[src/rtl/mmio_uart_tx.sv]
// mmio_uart_tx: MMIO-mapped 8N1 serial transmitter.
// CPU stores to TXDATA queue bytes in a circular FIFO; a START/DATA/STOP
// state machine shifts them out LSB first at DIVISOR+1 clocks per bit.
// Register reads are combinational and have no side effects.
module mmio_uart_tx #(
    parameter int unsigned FIFO_DEPTH = 8,
    parameter logic [15:0] DIV_RESET  = 16'd867
) (
    input  logic        clk,
    input  logic        rst,
    input  logic [29:0] i_mmio_addr,
    input  logic [31:0] i_mmio_data,
    input  logic [3:0]  i_mmio_mask,
    input  logic        i_mmio_wren,
    output logic [31:0] o_mmio_data,
    output logic        o_tx
);

    localparam int unsigned PTR_W = $clog2(FIFO_DEPTH);
    localparam int unsigned CNT_W = PTR_W + 1;

    typedef enum logic [1:0] {
        ST_IDLE  = 2'd0,
        ST_START = 2'd1,
        ST_DATA  = 2'd2,
        ST_STOP  = 2'd3
    } state_e;

    state_e             state_q;
    logic [2:0]         bit_cnt_q;
    logic [15:0]        baud_cnt_q;
    logic [15:0]        div_q;
    logic [7:0]         shift_q;
    logic               tx_q;

    logic [7:0]         mem_q [FIFO_DEPTH];
    logic [PTR_W-1:0]   wr_ptr_q;
    logic [PTR_W-1:0]   rd_ptr_q;
    logic [CNT_W-1:0]   count_q;
    logic [CNT_W-1:0]   count_d;
    logic               ovf_q;
    logic               ovf_d;
    logic [15:0]        divisor_q;
    logic [15:0]        divisor_d;
    logic [31:0]        rdata_s;

    logic               wr_txdata_s;
    logic               wr_status_s;
    logic               wr_div_s;
    logic               full_s;
    logic               empty_s;
    logic               push_s;
    logic               pop_s;
    logic               baud_done_s;
    logic               busy_s;
    logic               unused_s;

    assign wr_txdata_s = i_mmio_wren && (i_mmio_addr[1:0] == 2'd0) && i_mmio_mask[0];
    assign wr_status_s = i_mmio_wren && (i_mmio_addr[1:0] == 2'd1) && i_mmio_mask[0]
                         && i_mmio_data[3];
    assign wr_div_s    = i_mmio_wren && (i_mmio_addr[1:0] == 2'd2);

    // full is taken from the registered count, i.e. before this edge's pop,
    // so a push into a full FIFO is dropped even if a pop frees a slot now.
    assign full_s      = (count_q == CNT_W'(FIFO_DEPTH));
    assign empty_s     = (count_q == {CNT_W{1'b0}});
    assign push_s      = wr_txdata_s && !full_s;
    assign baud_done_s = (baud_cnt_q == div_q);
    assign pop_s       = !empty_s && ((state_q == ST_IDLE) ||
                                      ((state_q == ST_STOP) && baud_done_s));
    assign busy_s      = (state_q != ST_IDLE);
    assign unused_s    = ^{i_mmio_addr[29:2], i_mmio_data[31:16]};

    // Next-state for FIFO occupancy, overflow flag and DIVISOR register.
    always_comb begin
        count_d   = count_q;
        ovf_d     = ovf_q;
        divisor_d = divisor_q;
        case ({push_s, pop_s})
            2'b10:   count_d = count_q + CNT_W'(1'b1);
            2'b01:   count_d = count_q - CNT_W'(1'b1);
            default: count_d = count_q;
        endcase
        // A dropped push outranks a simultaneous clear so the loss is never hidden.
        if (wr_txdata_s && full_s) begin
            ovf_d = 1'b1;
        end else if (wr_status_s) begin
            ovf_d = 1'b0;
        end else begin
            ovf_d = ovf_q;
        end
        if (wr_div_s && i_mmio_mask[0]) begin
            divisor_d[7:0] = i_mmio_data[7:0];
        end else begin
            divisor_d[7:0] = divisor_q[7:0];
        end
        if (wr_div_s && i_mmio_mask[1]) begin
            divisor_d[15:8] = i_mmio_data[15:8];
        end else begin
            divisor_d[15:8] = divisor_q[15:8];
        end
    end

    // FIFO pointers, count, overflow flag and DIVISOR register.
    always_ff @(posedge clk) begin
        if (rst) begin
            wr_ptr_q  <= {PTR_W{1'b0}};
            rd_ptr_q  <= {PTR_W{1'b0}};
            count_q   <= {CNT_W{1'b0}};
            ovf_q     <= 1'b0;
            divisor_q <= DIV_RESET;
        end else begin
            if (push_s) begin
                wr_ptr_q <= wr_ptr_q + PTR_W'(1'b1);
            end
            if (pop_s) begin
                rd_ptr_q <= rd_ptr_q + PTR_W'(1'b1);
            end
            count_q   <= count_d;
            ovf_q     <= ovf_d;
            divisor_q <= divisor_d;
        end
    end

    // FIFO storage; contents are don't-care until written, so no reset.
    always_ff @(posedge clk) begin
        if (push_s) begin
            mem_q[wr_ptr_q] <= i_mmio_data[7:0];
        end
    end

    // Transmit FSM: every state lasts div_q+1 clocks; div_q is latched at each
    // pop so DIVISOR writes during a frame only affect the following frame.
    always_ff @(posedge clk) begin
        if (rst) begin
            state_q    <= ST_IDLE;
            bit_cnt_q  <= 3'd0;
            baud_cnt_q <= 16'd0;
            div_q      <= 16'd0;
            shift_q    <= 8'd0;
            tx_q       <= 1'b1;
        end else begin
            case (state_q)
                ST_IDLE: begin
                    tx_q <= 1'b1;
                    if (pop_s) begin
                        shift_q    <= mem_q[rd_ptr_q];
                        div_q      <= divisor_q;
                        baud_cnt_q <= 16'd0;
                        state_q    <= ST_START;
                        tx_q       <= 1'b0;
                    end
                end
                ST_START: begin
                    if (baud_done_s) begin
                        baud_cnt_q <= 16'd0;
                        bit_cnt_q  <= 3'd0;
                        state_q    <= ST_DATA;
                        tx_q       <= shift_q[0];
                    end else begin
                        baud_cnt_q <= baud_cnt_q + 16'd1;
                    end
                end
                ST_DATA: begin
                    if (baud_done_s) begin
                        baud_cnt_q <= 16'd0;
                        if (bit_cnt_q == 3'd7) begin
                            state_q <= ST_STOP;
                            tx_q    <= 1'b1;
                        end else begin
                            bit_cnt_q <= bit_cnt_q + 3'd1;
                            shift_q   <= {1'b0, shift_q[7:1]};
                            tx_q      <= shift_q[1];
                        end
                    end else begin
                        baud_cnt_q <= baud_cnt_q + 16'd1;
                    end
                end
                ST_STOP: begin
                    if (baud_done_s) begin
                        baud_cnt_q <= 16'd0;
                        if (pop_s) begin
                            shift_q <= mem_q[rd_ptr_q];
                            div_q   <= divisor_q;
                            state_q <= ST_START;
                            tx_q    <= 1'b0;
                        end else begin
                            state_q <= ST_IDLE;
                            tx_q    <= 1'b1;
                        end
                    end else begin
                        baud_cnt_q <= baud_cnt_q + 16'd1;
                    end
                end
                default: begin
                    state_q <= ST_IDLE;
                    tx_q    <= 1'b1;
                end
            endcase
        end
    end

    // Register read mux; combinational from the address, no side effects.
    always_comb begin
        rdata_s = 32'h0000_0000;
        case (i_mmio_addr[1:0])
            2'd1:    rdata_s = {16'h0000, 8'(count_q), 4'h0, ovf_q, busy_s, full_s, empty_s};
            2'd2:    rdata_s = {16'h0000, divisor_q};
            default: rdata_s = 32'h0000_0000;
        endcase
    end

    assign o_mmio_data = rdata_s;
    assign o_tx        = tx_q;

endmodule

[config.mk]
export PLATFORM = sky130hd
export DESIGN_NAME = mmio_uart_tx
export DESIGN_NICKNAME = d
export VERILOG_FILES = /design/src/rtl/mmio_uart_tx.sv
export SDC_FILE = /design/constraint.sdc
export NUM_CORES = 1
export LEC_CHECK = 0
export ABC_CLOCK_PERIOD_IN_PS = 4200
export CAP_MARGIN = 15
export CELL_PAD_IN_SITES_DETAIL_PLACEMENT = 1
export CELL_PAD_IN_SITES_GLOBAL_PLACEMENT = 1
export CORE_MARGIN = 2
export CORE_UTILIZATION = 43
export CTS_BUF_LIST = sky130_fd_sc_hd__clkbuf_16
export CTS_CLUSTER_DIAMETER = 30
export CTS_CLUSTER_SIZE = 14
export DETAILED_ROUTE_END_ITERATION = 16
export GPL_ROUTABILITY_DRIVEN = 0
export GPL_TIMING_DRIVEN = 0
export PLACE_DENSITY_LB_ADDON = 0.25
export SYNTH_ARGS = -nofsm -noshare
export SYNTH_HDL_FRONTEND = slang
export SYNTH_SLANG_ARGS = --single-unit
[constraint.sdc]
create_clock -name clk -period 4.2 [get_ports clk]
set_clock_uncertainty 0.15 [all_clocks]
set_input_delay 1.26 -clock clk [delete_from_list [all_inputs] [get_ports clk]]
set_output_delay 1.26 -clock clk [all_outputs]
set_load 0.01 [all_outputs]
; ---- Yosys cells after proc, flatten, opt, wreduce, memory -nomap -nowiden
; Memories as Yosys holds them, arrays and structs flattened. A register that Yosys moved wholly into a read port is not among the register bits.
; Index checks and enable logic that the tools add are counted.
[classes]
addsub = 6
n_eq_ne = 16
mux = 36
reduce_logical = 30
[ops]
columns = operator, n
row1 = $pmux W16 S2, 3
row2 = $mux W16, 4
row3 = $mux W8, 4
row4 = $pmux W8 S3, 1
row5 = $add A16 B1 Y16 const B, 1
row6 = $eq A16 B16 Y1, 1
row7 = $mux W3, 5
row8 = $logic_and A1 B1 Y1, 12
row9 = $ne A2 B2 Y1 const B, 6
row10 = $mux W1, 10
row11 = $mux W2, 5
row12 = $reduce_bool A2 Y1, 5
row13 = $add A3 B1 Y3 const B, 3
row14 = $eq A2 B2 Y1 const B, 4
row15 = $pmux W2 S4, 1
row16 = $pmux W4 S2, 1
row17 = $reduce_and A4 Y1, 2
row18 = $eq A2 B1 Y1 const B, 3
row19 = $pmux W3 S2, 1
row20 = $reduce_and A5 Y1, 1
row21 = $add A4 B1 Y4 const B, 1
row22 = $eq A4 B4 Y1 const B, 1
row23 = $logic_not A2 Y1, 2
row24 = $logic_not A4 Y1, 1
row25 = 9 further kinds, 10
[totals]
register_bits = 73
mem_bits_rw = 64
inputBits = 69
output_inout_bits = 33
wordCells = 101
n_memories = 1
[mem_list]
columns = memory, depth, word_bits, read_ports, rd_clocked_by_memory_dff, write_ports, line
row1 = mem_q, 8, 8, 1, 1, 1, 36  ; logic [7:0] mem_q [FIFO_DEPTH];

; ---- Longest topological paths before layout
; Gate-level depths: netlist of the first run.
[logic_depth]
depth_word = 7
mapped_depth = 14
depth_no_buf = 13

; ---- Least setup slack after synthesis of the first run
; No wires, ideal clock.
[synth_timing]
path_kind = input to output
startpoint = in i_mmio_addr[0]
endpoint = out o_mmio_data[11]
t_arrival_ps = 2245
required_ps = 2790
slack_ps = 545
stages = 6
n_path_buf = 2
path_cell_list = inv_1 > ha_1 > clkbuf_1 > clkbuf_1 > a22oi_1 > nor2b_1
[synth_via]
elab_chain_len = 2
elab_cells_between_ends = 3
cone_classes = eq/ne: 2 / mux: 1
[synth_lines]
columns = item, line
row1 = start: declaration, 11  ; input logic [29:0] i_mmio_addr,
row2 = $eq A2 B2 Y1 / $eq A2 B1 Y1 (equally long branches), 206  ; case (i_mmio_addr[1:0])
row3 = $pmux W16 S2 *, 206
row4 = end: declaration, 15  ; output logic [31:0] o_mmio_data,
; Mark *: on every way between the ends. The rest lies on a longest branch, timed or not.

; ---- Final worst setup path of the first run
[layout_timing]
startpoint = in i_mmio_addr[1]
endpoint = out o_mmio_data[11]
; The elaborated chain is that of the path after synthesis.

==> flow_metrics.env, run 1 <==
export IMPL_cts_htree_levels=4
export IMPL_cap_viol_max_count=0
export IMPL_cp_common_cell="clkbuf_8"
export IMPL_hp_start="bit_cnt_q[0]"
export IMPL_tightestPinTransition_ns=0.876
export IMPL_wirelength_mm=15.8
export IMPL_io_buffers=38
export IMPL_max_freq_mhz=242
export IMPL_min_period_over_period_pct=98.2
export IMPL_r2r_slack_ns=0.84
export IMPL_internal_power_mw=2.97
export IMPL_end_kind="output pin"
export IMPL_worstReg2RegStart="baud_cnt_q[13]"
export IMPL_numCtsBuffers=17
export IMPL_antenna_found_initial=0
export IMPL_rsz0062_at_grt="no"
export IMPL_combPwrFrac_pct=33.1
export IMPL_drtAntennaViolNets=0
export IMPL_num_nets_final=738
export IMPL_cts_tree="built"
export IMPL_r2r_end="count_q[2]"
export IMPL_drt_initial_drc_count=252
export IMPL_powerDensity_nw_per_um2=599
export IMPL_cts_buffer_depth=2
export IMPL_yosys_warnings=0
export IMPL_rows=44
export IMPL_setup_ws_ns=0.0759
export IMPL_grt_pass1_wl_mm=25.6
export IMPL_fin_crit_ns=4.12
export IMPL_die_x_um=126
export IMPL_synth_seq_area_share_pct=53.4
export IMPL_swShare_pct=36.3
export IMPL_fin_cells=850
export IMPL_crit_path_top_delay_cell="clkdlybuf4s50_1"
export IMPL_vdd_drop_max_mv=0.313
export IMPL_holdPathStages=1
export IMPL_grt_pass1_vias=4751
export IMPL_slowest_delay_ns=0.43
export IMPL_crit_fanout=10
export IMPL_hold_end="bit_cnt_q[0]"
export IMPL_pwr_share_clk_pct=32.3
export IMPL_switchingPower_mw=1.69
export IMPL_synth_seq_cells=140
export IMPL_insertion_delay_ns=0.42
export IMPL_cts_root_buf="clkbuf_16"
export IMPL_start_kind="input port"
export IMPL_post_route_cells_drive_above_1_share_pct=15.2
export IMPL_synthCells=576
export IMPL_die_y_um=126
export IMPL_setup_viol=0
export IMPL_cp_arrival_ns=2.71
export IMPL_relSlewSlack_pct=41.4
export IMPL_num_io_pins=102
export IMPL_grt_overflow_total=0
export IMPL_cts_sinks=140
export IMPL_seqPwrFrac_pct=34.6
export IMPL_grt_max_degree=17
export IMPL_dieArea_um2=16000
export IMPL_cp_cell_sequence="clkdlybuf4s50_1 -> ha_1 -> clkbuf_8 -> clkbuf_8 -> a22oi_2 -> nor2b_1 -> clkdlybuf4s15_2"
export IMPL_outcome="finished, final reports clean"
export IMPL_syn_to_final_growth_pct=20.9
export IMPL_holdCritPathClass="flip-flop to flip-flop"
export IMPL_dp_hpwl_mm=11.3
export IMPL_wl_per_cell_um=18.6
export IMPL_antenna_cells=0
export IMPL_critPathKind="input port to output pin"
export IMPL_reg2reg_depth=13
export IMPL_viasPerCell=5.38
export IMPL_final_util_pct=53.4
export IMPL_critPathRequiredTime_ns=2.79
export IMPL_maxSlewViolCount=0
export IMPL_fin_area_um2=7790
export IMPL_dpl_cell_count=818
export IMPL_clk_pin_slew_worst_paths_ns=0.06
export IMPL_dp_slack_ns=-0.736
export IMPL_postCtsHoldBufs=0
export IMPL_vias=4569
export IMPL_drc=0
export IMPL_hold_viol=0
export IMPL_holdWs_ns=0.329
export IMPL_start_util_pct=44.2
export IMPL_dr_pass1_iters=4
export IMPL_grt_total_usage_pct=20.6
export IMPL_leakage_nw=2.85
export IMPL_syn_cell_area_um2=6440
export IMPL_place_area_um2=7150
export IMPL_synth_distinct_cells=51
export IMPL_core_area_um2=14600
export IMPL_synth_avg_cell_area_um2=11.2
[flip-flops by register name (all words and copies together) (netlist names), named ones only]
name / cells
o_tx: 1
mem_q: 64
rd_ptr_q: 3
baud_cnt_q: 16
count_q: 4
ovf_q: 1
shift_q: 8
divisor_q: 16
div_q: 16
state_q: 2
wr_ptr_q: 3
bit_cnt_q: 3
[kinds of logic after synthesis]
| logic type | count (synthesis) | synth area share (%) |
|---|---|---|
| adders and majority gates | 16 | 3.11 |
| and+or+nand+nor | 196 | 15.8 |
| xor gates and xnor gates | 24 | 3.84 |
| other | 1 | 0.0582 |
| buffers and inverters | 55 | 4.43 |
| DFF | 140 | 53.4 |
| AOI/OAI and AO/OA | 101 | 9.55 |
| muxes | 43 | 9.81 |
[critical path: cells and delay by family]
kind / cells / cell delay (ns)
AND/OR/NAND/NOR: 1 / 0.07
adder cells (fa/ha/maj): 1 / 0.22
AO/OA/AOI/OAI: 1 / 0.18
buffers and inverters: 4 / 0.98
[area by class of cell]
cell class / count / area, um^2
multi-input cells: 396 / 2820
well taps: 184 / 230
flip-flops and latches: 140 / 3440
clock inverters: 15 / 164
fillers: 1538 / 6800
plain buffers: 45 / 268
inverters: 9 / 33.8
clock buffers: 17 / 425
repair buffers: 44 / 400
[cell usage after synthesis (all sizes together)]
cell type   n  share of area [%]
ha         16                3.1
a311oi      2               0.27
and2        9               0.87
nand3b     11                1.3
nand2b      2               0.19
a211oi      2               0.23
or4         1               0.12
nor2b      16                1.6
nand3      11               0.85
and4        2               0.27
xor2        5               0.68
mux4       16                5.6
clkbuf     21                1.2
mux2i      26                4.0
nor4bb      2               0.31
a21oi      45                3.5
o41ai       9                1.6
o21ai      27                2.1
buf        25                2.7
inv         9               0.52
edfxtp     64                 30
o21a        1               0.12
nor3        7               0.54
a31oi       3               0.29
nand2      57                3.4
and3        5               0.49
nand4b      2               0.27
or3         3               0.29
xnor2      19                3.2
nor4b       2               0.27
a22oi      11                1.3
dfxtp      76                 24
o221ai      1               0.14
conb        1              0.058
nor2       56                3.3
mux2        1               0.17
nor4        3               0.62
nor3b       1               0.12
nand4       6                1.0
[worst max-delay path by stage]
stage	start	endpoint
5_1_grt	i_mmio_addr[1]	o_mmio_data[11]
2_1_floorplan	i_mmio_addr[0]	o_mmio_data[11]
4_1_cts	i_mmio_addr[1]	o_mmio_data[3]
6_report	i_mmio_addr[1]	o_mmio_data[11]
3_5_place_dp	i_mmio_addr[0]	o_mmio_data[11]
3_3_place_gp	i_mmio_addr[0]	o_mmio_data[3]
[metal layers]
layer  track usage, %  vias to the layer above  wire length (um)
met2             33.2                       91              7620
met3             4.13                        9               623
met4             6.08                        0               125
met5                0                        -                 0
met1             28.4                     2254              7430
li1                 -                     2215                 -
[timing repair]
item / 4_1_cts / 5_1_grt
buffers inserted: 1 / 0
endpoints found under the setup margin: 16 / 1
gates resized for setup: 35 / 3
pin swaps: 1 / 0
[power by group through the flow]
stage / logic (mW) / registers, mW / clock network, mW
after floorplan: 1.14 / 1.62 / 0
after global placement: 1.46 / 1.63 / 0
after detailed placement: 1.51 / 1.64 / 0
after CTS: 1.54 / 1.61 / 1.53
after global routing: 1.72 / 1.63 / 1.58
final: 1.55 / 1.61 / 1.50
[layout by cell type (no fill, tap or decap), drive strengths merged, types with 3 or more instances in the layout]
master,netlist,layout
a21oi,45,45
a22oi,11,11
a31oi,3,3
and2,9,9
and3,5,5
buf,25,31
clkbuf,21,38
clkdlybuf4s15,0,4
clkdlybuf4s50,0,21
conb,1,16
dfxtp,76,76
dlygate4sd2,0,12
edfxtp,64,64
ha,16,16
inv,9,21
mux2i,26,26
mux4,16,16
nand2,57,57
nand3,11,11
nand3b,11,11
nand4,6,6
nor2,56,56
nor2b,16,16
nor3,7,7
nor4,3,3
o21ai,27,27
o41ai,9,9
or3,3,3
xnor2,19,19
xor2,5,5
[metrics by stage]
step	TNS, ns	power, mW
2_1_floorplan	0	2.75
3_3_place_gp	-10.49	3.10
3_5_place_dp	-8.26	3.15
4_1_cts	0	4.68
5_1_grt	0	4.92
6_report	0	4.66
Note: power is estimated with default switching activity, not from simulation.
==> run 2, diff against run 1 <==
Settings changed: CELL_PAD_IN_SITES_DETAIL_PLACEMENT 1 to 0.
==> run 2 against run 1 <==
Routed wire length is 13% lower. Register-to-register slack better by 0.05 ns. Clock-buffer cell count stayed put. Clock power hardly changed. Non-clock buffer count is 1 lower. Total power is 1.6% lower. Global-route usage is 2.6 points lower. Critical path depth stayed put. Critical path type unchanged. Largest power group unchanged. Highest routed layer unchanged.
==> flow_metrics.env, run 2 (same netlist as run 1, synthesis figures left out) <==
export IMPL_outcome="finished, final reports clean"
export IMPL_tightestPinTransition_ns=0.803
export IMPL_startpoint="i_mmio_addr[0]"
export IMPL_die_y_um=126
export IMPL_worstReg2RegStart="baud_cnt_q[13]"
export IMPL_antenna_cells=0
export IMPL_grt_pass1_vias=4236
export IMPL_min_period_over_period_pct=98.9
export IMPL_io_buffers=38
export IMPL_cts_tree="built"
export IMPL_holdPathStages=2
export IMPL_dp_hpwl_mm=9.99
export IMPL_crit_fanout=10
export IMPL_post_route_cells_drive_above_1_share_pct=14.9
export IMPL_grt_total_usage_pct=18.1
export IMPL_setup_viol=0
export IMPL_num_nets_final=737
export IMPL_switchingPower_mw=1.66
export IMPL_holdWs_ns=0.323
export IMPL_reg2reg_depth=13
export IMPL_critPathRequiredTime_ns=2.79
export IMPL_cap_viol_max_count=0
export IMPL_num_io_pins=102
export IMPL_regMostFlops="mem_q"
export IMPL_layout_common_cells="76 x dfxtp_1, 64 x edfxtp_1, 56 x nor2_1, 56 x nand2_1, 45 x a21oi_1"
export IMPL_syn_to_final_growth_pct=20.4
export IMPL_drtAntennaViolNets=0
export IMPL_vdd_drop_max_mv=0.330
export IMPL_core_area_um2=14600
export IMPL_totalPowerFinal_mw=4.59
export IMPL_drt_initial_drc_count=280
export IMPL_die_x_um=126
export IMPL_grt_overflow_total=0
export IMPL_powerDensity_nw_per_um2=592
export IMPL_maxSlewViolCount=0
export IMPL_insertion_delay_ns=0.43
export IMPL_fin_crit_ns=4.15
export IMPL_cp_arrival_ns=2.74
export IMPL_cts_root_buf="clkbuf_16"
export IMPL_multi_input_area_um2=2790
export IMPL_start_kind="input port"
export IMPL_dr_pass1_iters=5
export IMPL_seq_area_um2=3440
export IMPL_final_common_cell="dfxtp_1"
export IMPL_leakage_nw=2.83
export IMPL_vias=4436
export IMPL_viasPerCell=5.22
export IMPL_combPwrFrac_pct=32.3
export IMPL_grt_pass1_wl_mm=22.3
export IMPL_hold_viol=0
export IMPL_internal_power_mw=2.93
export IMPL_wl_per_cell_um=16.2
export IMPL_dieArea_um2=16000
export IMPL_largest_register_ffs=64
export IMPL_postCtsHoldBufs=0
export IMPL_critPathKind="input port to output pin"
export IMPL_rsz0062_at_grt="no"
export IMPL_end_kind="output pin"
export IMPL_max_freq_mhz=241
export IMPL_swShare_pct=36.3
export IMPL_wirelength_mm=13.7
export IMPL_numCtsBuffers=17
export IMPL_pwr_share_clk_pct=32.7
export IMPL_seqPwrFrac_pct=35.0
export IMPL_cts_htree_levels=4
export IMPL_antenna_found_initial=0
export IMPL_start_util_pct=44.2
export IMPL_fillers=1274
export IMPL_rows=44
export IMPL_cts_sinks=140
export IMPL_grt_max_degree=19
export IMPL_drc=0
export IMPL_cts_buffer_depth=2
export IMPL_clk_pin_slew_worst_paths_ns=0.06
export IMPL_hp_start="ovf_q"
export IMPL_relSlewSlack_pct=46.3
export IMPL_holdCritPathClass="flip-flop to flip-flop"
[run 2: layout make-up]
class	instances	area share, %
plain buffers	45	3.45
multi-input cells	396	36.0
well taps	184	2.97
clock inverters	15	2.37
repair buffers	43	4.92
inverters	9	0.435
clock buffers	17	5.48
flip-flops and latches	140	44.4
[run 2: through the flow]
| stage | area, um^2 | util, % | setup TNS [ns] | std cells | setup WS, ns |
|---|---|---|---|---|---|
| 6_report | 7760 | 53.2 | 0 | 849 | 0.0451 |
| 4_1_cts | 7770 | 53.3 | 0 | 849 | 0.00206 |
| 3_3_place_gp | 7110 | 48.7 | -10.49 | 813 | -0.677 |
| 5_1_grt | 7760 | 53.2 | 0 | 849 | 0.00104 |
| 2_1_floorplan | 6500 | - | 0 | 591 | 0.545 |
| 3_5_place_dp | 7150 | 49.0 | -7.77 | 818 | -0.679 |
[run 2: path summary, 6_finish.rpt]
| path | to | slack [ns] |
|---|---|---|
| worst min-delay path | ovf_q | 0.32 |
| worst max register to register | count_q[2] | 0.89 |
| worst min register to register | ovf_q | 0.32 |
| worst max-delay path | o_mmio_data[6] | 0.05 |
[run 2: power by group through the flow]
| stage | registers (mW) | logic [mW] | clock network (mW) |
|---|---|---|---|
| floorplan | 1.62 | 1.14 | 0 |
| global placement | 1.63 | 1.46 | 0 |
| detailed placement | 1.64 | 1.48 | 0 |
| CTS | 1.61 | 1.49 | 1.53 |
| global route | 1.62 | 1.64 | 1.59 |
| finish | 1.61 | 1.48 | 1.50 |
[run 2: repair_timing]
item	CTS	global route
buffers inserted	0	0
pin swaps	0	0
setup endpoints to repair	16	12
gates resized for setup	29	10
[run 2: per-layer routing]
metal / vias up / share of wire [%] / track usage (%)
li1: 2209 / - / -
met1: 2124 / 50 / 25.5
met2: 82 / 45 / 27.4
met3: 21 / 3.3 / 3.92
met4: 0 / 1.7 / 6.92
met5: - / 0 / 0
[run 2: critical path, cell delays in order]
cell and delay [ns]:
clkdlybuf4s50_1 0.49, inv_1 0.07, ha_2 0.18, clkbuf_8 0.15, clkbuf_8 0.16, and2_1 0.15
dlygate4sd2_1 0.27
